==> src/rtl/booth_mult_seq.sv <==
// Sequential radix-4 Booth multiplier, WIDTH x WIDTH -> 2*WIDTH, one digit per clock.
// Define BOOTH_UNSIGNED_EN to add the op_signed_i port and unsigned mode.
module booth_mult_seq #(
  parameter int unsigned WIDTH = 8
) (
  input  logic                 clk_i,
  input  logic                 rst_i,
  input  logic                 in_valid_i,
  output logic                 in_ready_o,
  input  logic [WIDTH-1:0]     mcand_i,
  input  logic [WIDTH-1:0]     mplier_i,
`ifdef BOOTH_UNSIGNED_EN
  input  logic                 op_signed_i,
`endif
  output logic                 out_valid_o,
  input  logic                 out_ready_i,
  output logic [2*WIDTH-1:0]   product_o
);

  localparam int unsigned PW  = WIDTH + 2;
  localparam int unsigned BW  = WIDTH + 3;
  localparam int unsigned PRW = 2 * WIDTH;
  localparam int unsigned CW  = $clog2(WIDTH / 2 + 2);

  typedef enum logic [1:0] {StIdle, StCalc, StDone} state_e;

  state_e                state_q, state_d;
  logic signed [PW-1:0]  a_q, a_d;
  logic [BW-1:0]         b_q, b_d;
  logic [PRW-1:0]        acc_q, acc_d;
  logic [PRW-1:0]        prod_q, prod_d;
  logic [CW-1:0]         cnt_q, cnt_d;
  logic [CW-1:0]         last_q, last_d;

  logic                  sgn_op;
  logic signed [PW-1:0]  pp;
  logic [PRW-1:0]        pp_ext;
  logic [PRW-1:0]        pp_sh;

`ifdef BOOTH_UNSIGNED_EN
  assign sgn_op = op_signed_i;
`else
  assign sgn_op = 1'b1;
`endif

  // Multiplier is shifted right two bits per digit, so the window is always b_q[2:0].
  always_comb begin
    pp = '0;
    case (b_q[2:0])
      3'b001, 3'b010: pp = a_q;
      3'b011:         pp = a_q <<< 1;
      3'b100:         pp = -(a_q <<< 1);
      3'b101, 3'b110: pp = -a_q;
      default:        pp = '0;
    endcase
    pp_ext = {{(PRW - PW){pp[PW-1]}}, pp};
    pp_sh  = pp_ext << {cnt_q, 1'b0};
  end

  always_comb begin
    state_d     = state_q;
    a_d         = a_q;
    b_d         = b_q;
    acc_d       = acc_q;
    prod_d      = prod_q;
    cnt_d       = cnt_q;
    last_d      = last_q;
    in_ready_o  = (state_q == StIdle);
    out_valid_o = (state_q == StDone);
    unique case (state_q)
      StIdle: begin
        if (in_valid_i) begin
          a_d     = {{2{sgn_op & mcand_i[WIDTH-1]}}, mcand_i};
          b_d     = {{2{sgn_op & mplier_i[WIDTH-1]}}, mplier_i, 1'b0};
          acc_d   = '0;
          cnt_d   = '0;
          // Unsigned needs one extra digit to absorb the zero-extended top bit.
          last_d  = sgn_op ? CW'(WIDTH / 2 - 1) : CW'(WIDTH / 2);
          state_d = StCalc;
        end
      end
      StCalc: begin
        acc_d = acc_q + pp_sh;
        b_d   = {{2{b_q[BW-1]}}, b_q[BW-1:2]};
        cnt_d = cnt_q + 1'b1;
        if (cnt_q == last_q) begin
          prod_d  = acc_q + pp_sh;
          state_d = StDone;
        end
      end
      StDone: begin
        if (out_ready_i) state_d = StIdle;
      end
      default: state_d = StIdle;
    endcase
  end

  always_ff @(posedge clk_i) begin
    if (rst_i) begin
      state_q <= StIdle;
      a_q     <= '0;
      b_q     <= '0;
      acc_q   <= '0;
      prod_q  <= '0;
      cnt_q   <= '0;
      last_q  <= '0;
    end else begin
      state_q <= state_d;
      a_q     <= a_d;
      b_q     <= b_d;
      acc_q   <= acc_d;
      prod_q  <= prod_d;
      cnt_q   <= cnt_d;
      last_q  <= last_d;
    end
  end

  assign product_o = prod_q;

endmodule

==> config.mk <==
export PLATFORM = sky130hd
export DESIGN_NAME = booth_mult_seq
export DESIGN_NICKNAME = d
export VERILOG_FILES = /design/src/rtl/booth_mult_seq.sv
export SDC_FILE = /design/constraint.sdc
export NUM_CORES = 1
export LEC_CHECK = 0
export ABC_CLOCK_PERIOD_IN_PS = 3500
export CAP_MARGIN = 20
export CORE_MARGIN = 3
export CORE_UTILIZATION = 40
export DETAILED_ROUTE_END_ITERATION = 12
export DONT_BUFFER_PORTS = 1
export RECOVER_POWER = 100
export SETUP_SLACK_MARGIN = 0.3
export SKIP_LAST_GASP = 1
export SYNTH_ARGS = -nofsm -noshare
export SYNTH_HDL_FRONTEND = slang
export SYNTH_SLANG_ARGS = --single-unit
==> constraint.sdc <==
create_clock -name clk_i -period 3.5 [get_ports clk_i]
set_input_delay 0.525 -clock clk_i [delete_from_list [all_inputs] [get_ports clk_i]]
set_output_delay 0.525 -clock clk_i [all_outputs]
set_load 0.05 [all_outputs]
## Word level (Yosys, flattened, before mapping)

Index checks and enable logic that the tools add are counted.

- Input port bits: 20
- Output and inout port bits: 18
- Flip-flop bits (word level): 57
- Word-level logic and storage cells: 46

- Bitwise logic cells: 1
- Equality and inequality tests: 12
- Shift-type cells: 1
- Add/sub/neg operators: 4
- Mux-type cells: 11
- Reduce and logical (&&, ||, !) cells: 9

Operator list:

| operator | count |
|---|---|
| 10-bit case mux with 4 select lines | 1 |
| 16-bit case mux with 2 select lines | 1 |
| 11-bit case mux with 2 select lines | 1 |
| 16-bit adder | 1 |
| 16-bit two-way mux | 1 |
| 16-bit by 4-bit << shifter with 16-bit output | 1 |
| 11-bit two-way mux | 1 |
| 8-bit negator with 10-bit output | 1 |
| 9-bit negator with 10-bit output | 1 |
| 3-bit == test (second input constant) | 3 |
| 3-bit by 2-bit == test with 1-bit output (second input constant) | 2 |
| 2-bit two-way mux | 3 |
| 2-bit case mux with 3 select lines | 1 |
| 3-bit case mux with 2 select lines | 1 |
| 2-bit AND reduction | 3 |
| 3-bit AND reduction | 2 |
| 2-bit inequality test (second input constant) | 2 |
| 2-bit OR reduction | 2 |
| 3-bit by 1-bit adder with 3-bit output (second input constant) | 1 |
| 3-bit by 1-bit == test with 1-bit output (second input constant) | 1 |
| 3-bit by 2-bit == test with 1-bit output | 1 |
| 3-bit two-way mux | 1 |
| 2-bit by 1-bit == test with 1-bit output (second input constant) | 1 |
| 2-bit == test (second input constant) | 1 |
| 4 further kinds | 4 |

## Depth between registers and ports, before layout

- Depth in word-level cells: 6
- Mapped depth: 20
- Depth with buffers taken out: 19

## Worst setup path after synthesis

No wires, ideal clock.

- Kind: flip-flop to flip-flop
- Start: reg a_q[0]
- End: reg acc_q[15]
- Data arrival time: 3.719 ns
- Period minus slack after synthesis: 3.781 ns
- Setup time: 0.062 ns
- Cell stages (with the launch flop): 21
- Path buffers: 1
- Data required time: 3.438 ns
- Path slack: -0.281 ns
- Cell sequence: dfxtp_1 buf_2 inv_1 ha_1 nor3b_2 nor2_1 xnor2_1 a21oi_1 o221a_2 o21a_1 mux2_2 nor2_1 ha_1 o211ai_1 nand2_1 o2111ai_1 nand2_1 a31oi_1 o21ai_0 or4_1 nand3_1

- Longest elaborated chain between the ends: 5
- Elaborated cells between the ends (all ways): 6
- Those cells by class: 3 x add/sub; 1 x shift; 2 x mux

Ends and longest elaborated chain:

| what | line | source |
|---|---|---|
| from (decl) | 28 | `logic signed [PW-1:0] a_q, a_d;` |
| from (signal assigned) | 101 | `a_q <= '0;` |
| from (signal assigned) | 109 | `a_q <= a_d;` |
| 9-bit negator with 10-bit output / 8-bit negator with 10-bit output (equally long branches) | 52, 53 |  |
| 10-bit case mux with 4 select lines * | 49 | `case (b_q[2:0])` |
| 16-bit by 4-bit << shifter with 16-bit output * | 57 | `pp_sh = pp_ext << {cnt_q, 1'b0};` |
| 16-bit adder * | 83 | `acc_d = acc_q + pp_sh;` |
| 16-bit case mux with 2 select lines * | 70 | `unique case (state_q)` |
| to (signal assigned) | 103 | `acc_q <= '0;` |
| to (signal assigned) | 111 | `acc_q <= acc_d;` |
| to (decl) | 30 | `logic [PRW-1:0] acc_q, acc_d;` |

Mark *: on every way between the ends. The rest lies on a longest branch, timed or not.
A chain may end at the register's enable or synchronous reset.

## Worst setup path after layout

- Start: reg a_q[3]
- End: reg acc_q[15]

The elaborated chain is that of the path after synthesis.

==> results.py <==
metrics = {
    "outcome": {
        "status": "finished with violations",
        "violations": "negative setup slack",
    },
    "synth": {
        "ys.flop_type": "dfxtp_1",
        "netlist_area_mm2": 0.00387,
        "synthCells": 512,
        "syn_area_per_cell_um2": 7.56,
        "synth_edf_count": 0,
        "ys_seq_area_share_pct": 29.0,
        "synthArstFlopShare_pct": 0,
        "yosysWarningCount": 0,
        "syn-num-nets": 550,
        "synth-seq-cells": 56,
        "synthDistinctLibCells": 68,
    },
    "sta": {
        "relSlewSlack_pct": 32.1,
        "fin_crit_ns": 3.58,
        "setup_violations": 2,
        "setup_slack_ns": -0.0808,
        "fmax_mhz": 279,
        "fin_crit_sh_pct": 102,
        "hold_viol_final": 0,
        "worst_pin_slew_ns": 1.02,
        "rsz0062_at_grt": "true",
        "drv_slew": 0,
        "fin_hold_ws_ns": 0.257,
        "fin_skew_ns": 0.0131,
    },
    "placement": {
        "io_buffers": 0,
        "post-dp-hpwl_um": 7920,
        "place_inst": 684,
        "finalWeightedCongestion": 0.890,
        "place_ws_ns": -0.0911,
        "place_area_mm2": 0.00451,
    },
    "clock_tree": {
        "cts_tree": "built",
        "cts_inserted_buffers": 5,
        "cts.sinks": 56,
        "clock_path_buffers": 2,
        "insertion_delay_ns": 0.33,
        "cts_max_level": 2,
        "cts_root_buffer": "clkbuf_8",
        "clk_pin_slew_ns": 0.10,
        "hold_buffers": 0,
    },
    "global_routing": {
        "antenna_found_initial": 0,
        "grt_max_degree": 63,
        "grt_pass1_vias": 3889,
        "grt_overflow": 0,
        "track_usage_pct": 20.9,
        "grt_pass1_wl_um": 19100,
    },
    "critical_path": {
        "cp-end-kind": "flop",
        "slowest_delay_ns": 0.42,
        "crit_arrival_ns": 3.85,
        "r2r-start": "a_q[3]$_SDFFE_PP0P_",
        "path_max_fanout": 3,
        "path_cells": "or3_4 > o21ai_4 > xor2_2 > o21ai_2 > a211oi_2 > a21oi_2 > buf_4 > buf_4 > buf_4 > a21oi_1 > mux2i_1 > ha_1 > a21o_1 > a31oi_4 > o21ai_2 > or4_1 > nand3_1",
        "ff2ff_path_depth": 17,
        "r2r_slack_ns": -0.08,
        "crit_type": "reg -> reg",
        "path_common_cell": "buf_4",
        "cp.required_ns": 3.77,
        "reg2reg_to": "acc_q[15]$_SDFFE_PP0P_",
        "crit_path_start_kind": "flop",
        "crit_slowest_cell": "or3_4",
    },
    "route": {
        "first_pass_iters": 5,
        "vias": 4013,
        "via_per_inst": 5.58,
        "totalWireLength_um": 11600,
        "wl_per_cell_um": 16.1,
        "route.detailed.drc": 0,
        "dr.first_iter.drc_count": 314,
        "ant_nets": 0,
    },
    "cells_and_area": {
        "final_area_mm2": 0.00522,
        "utilization_pct": 56.0,
        "instances_no_fill": 719,
        "multi_input_area_mm2": 0.00292,
        "ff_latch_area_mm2": 0.00114,
        "fill_cells": 879,
        "antenna_cells": 0,
        "area_delta_synth_final_pct": 35.0,
        "fin_nets": 627,
        "drive_gt1_share_pct": 35.9,
    },
    "floorplanning": {
        "fp.dieW_um": 104,
        "io_pins": 38,
        "num_rows": 35,
        "coreArea_mm2": 0.00933,
        "die_area_mm2": 0.0109,
        "start_util_pct": 41.5,
        "fp.dieH_um": 104,
    },
    "run": {
        "maxCapViolCount": 0,
    },
    "hold_path": {
        "worstHoldStart": "rst_i",
        "hold_end": "a_q[0]$_SDFFE_PP0P_",
        "hp-class": "in -> reg",
        "whs_path_depth": 1,
    },
    "power_and_ir_drop": {
        "p_leak_uw": 0.00202,
        "ir_drop_mv": 0.210,
        "powerDensity_mw_per_mm2": 413,
    },
}
[metal layers]
layer	wire [um]	part of all wire (%)	GRT usage, %
met3	571	4.9	4.10
met2	5340	46	33.3
met4	167	1.4	5.41
met5	0	0	0
met1	5480	47	28.8
[metrics by stage]
stage | power (uW) | TNS (ns)
after CTS | 2080 | -0.00243
after global routing | 2290 | -2.09
after floorplan | 1290 | 0
after global placement | 1560 | -0.0639
after detailed placement | 1570 | -0.322
final | 2160 | -0.110
[area by class of cell]
| cell class | count | area share, % |
|---|---|---|
| multi-input cells | 404 | 56.0 |
| flip-flops and latches | 56 | 21.8 |
| repair buffers | 108 | 16.2 |
| well taps | 129 | 3.09 |
| clock buffers | 6 | 1.58 |
| inverters | 14 | 1.10 |
| clock inverters | 2 | 0.264 |
[how the worst max path moves through the flow]
stage / from / endpoint / slack, ns / cells after the start
2_1_floorplan: a_q[0]$_SDFFE_PP0P_ / acc_q[15]$_SDFFE_PP0P_ / 0.03 / 20
3_3_place_gp: a_q[2]$_SDFFE_PP0P_ / acc_q[15]$_SDFFE_PP0P_ / -0.06 / 19
3_5_place_dp: a_q[2]$_SDFFE_PP0P_ / acc_q[15]$_SDFFE_PP0P_ / -0.09 / 17
4_1_cts: a_q[0]$_SDFFE_PP0P_ / acc_q[15]$_SDFFE_PP0P_ / -0.002 / 19
5_1_grt: a_q[3]$_SDFFE_PP0P_ / product_o[14]$_SDFFE_PP0P_ / -0.25 / 17
6_report: a_q[3]$_SDFFE_PP0P_ / acc_q[15]$_SDFFE_PP0P_ / -0.08 / 17
[layout by cell type (no fill, tap or decap), types with 5 or more instances in the layout]
master    instances
a21oi_1          49
a21oi_2          17
a311oi_1          8
and2_1            5
buf_4            94
buf_6            11
clkbuf_8          6
dfxtp_1          49
ha_1             11
inv_1            12
nand2_1          81
nand2b_1          9
nand3_1          24
nor2_1           38
nor2b_1           6
nor3_1           11
o21a_1            5
o21ai_2           8
xnor2_1           9
xnor2_2           5
[cells in the mapped netlist (8+ instances only)]
cell	count	area share (%)
nand2_1	84	8.2
a21oi_1	66	8.5
dfxtp_1	56	29
nor2_1	40	3.9
nand3_1	25	3.2
clkbuf_1	24	2.3
ha_1	17	5.5
o21ai_0	16	2.1
inv_1	14	1.4
xnor2_1	14	3.2
nor3_1	13	1.7
nand2b_1	9	1.5
a211oi_1	8	1.6
a311oi_1	8	1.8
[cell families (layout without fill, tap and decap cells)]
group                    count (synthesis)  count (layout)  share of synthesized area, %
AO/OA/AOI/OAI                          146             146                          25.8
buffers and inverters                   52             130                          6.21
AND/OR/NAND/NOR                        212             212                          26.2
multiplexers                             7               7                          1.88
adder cells (fa/ha/maj)                 18              18                          6.02
XOR/XNOR                                21              21                          4.95
flip-flops                              56              56                          29.0
[what timing repair did]
item / in CTS / in global routing
hold endpoints to repair: 0 / 0
endpoints found under the setup margin: 20 / 22
gates resized for setup: 74 / 33
pin swaps: 41 / 32
buffers inserted: 22 / 5
[critical path, delay by kind of cell, from the launching register on]
family / cells / cell delay [ns]
flops: 1 / 0.33
mux: 1 / 0.14
xor+xnor: 1 / 0.23
fa+ha+maj: 1 / 0.33
simple gates: 3 / 0.90
buf+inv: 3 / 0.38
compound gates: 8 / 1.22
[power by group]
group | internal, uW | total (uW) | switching [uW]
Combinational | 483 | 996 | 513
Sequential | 687 | 772 | 85.1
Clock | 163 | 388 | 225
Total | 1330 | 2160 | 824
[state kept, by name, indices dropped and copies added, names as in the netlist]
name and flops:
a_q 8, product_o 16, last_q 1, acc_q 16, cnt_q 3, state_q 2, b_q 10
(Power assumes the default switching activity.)
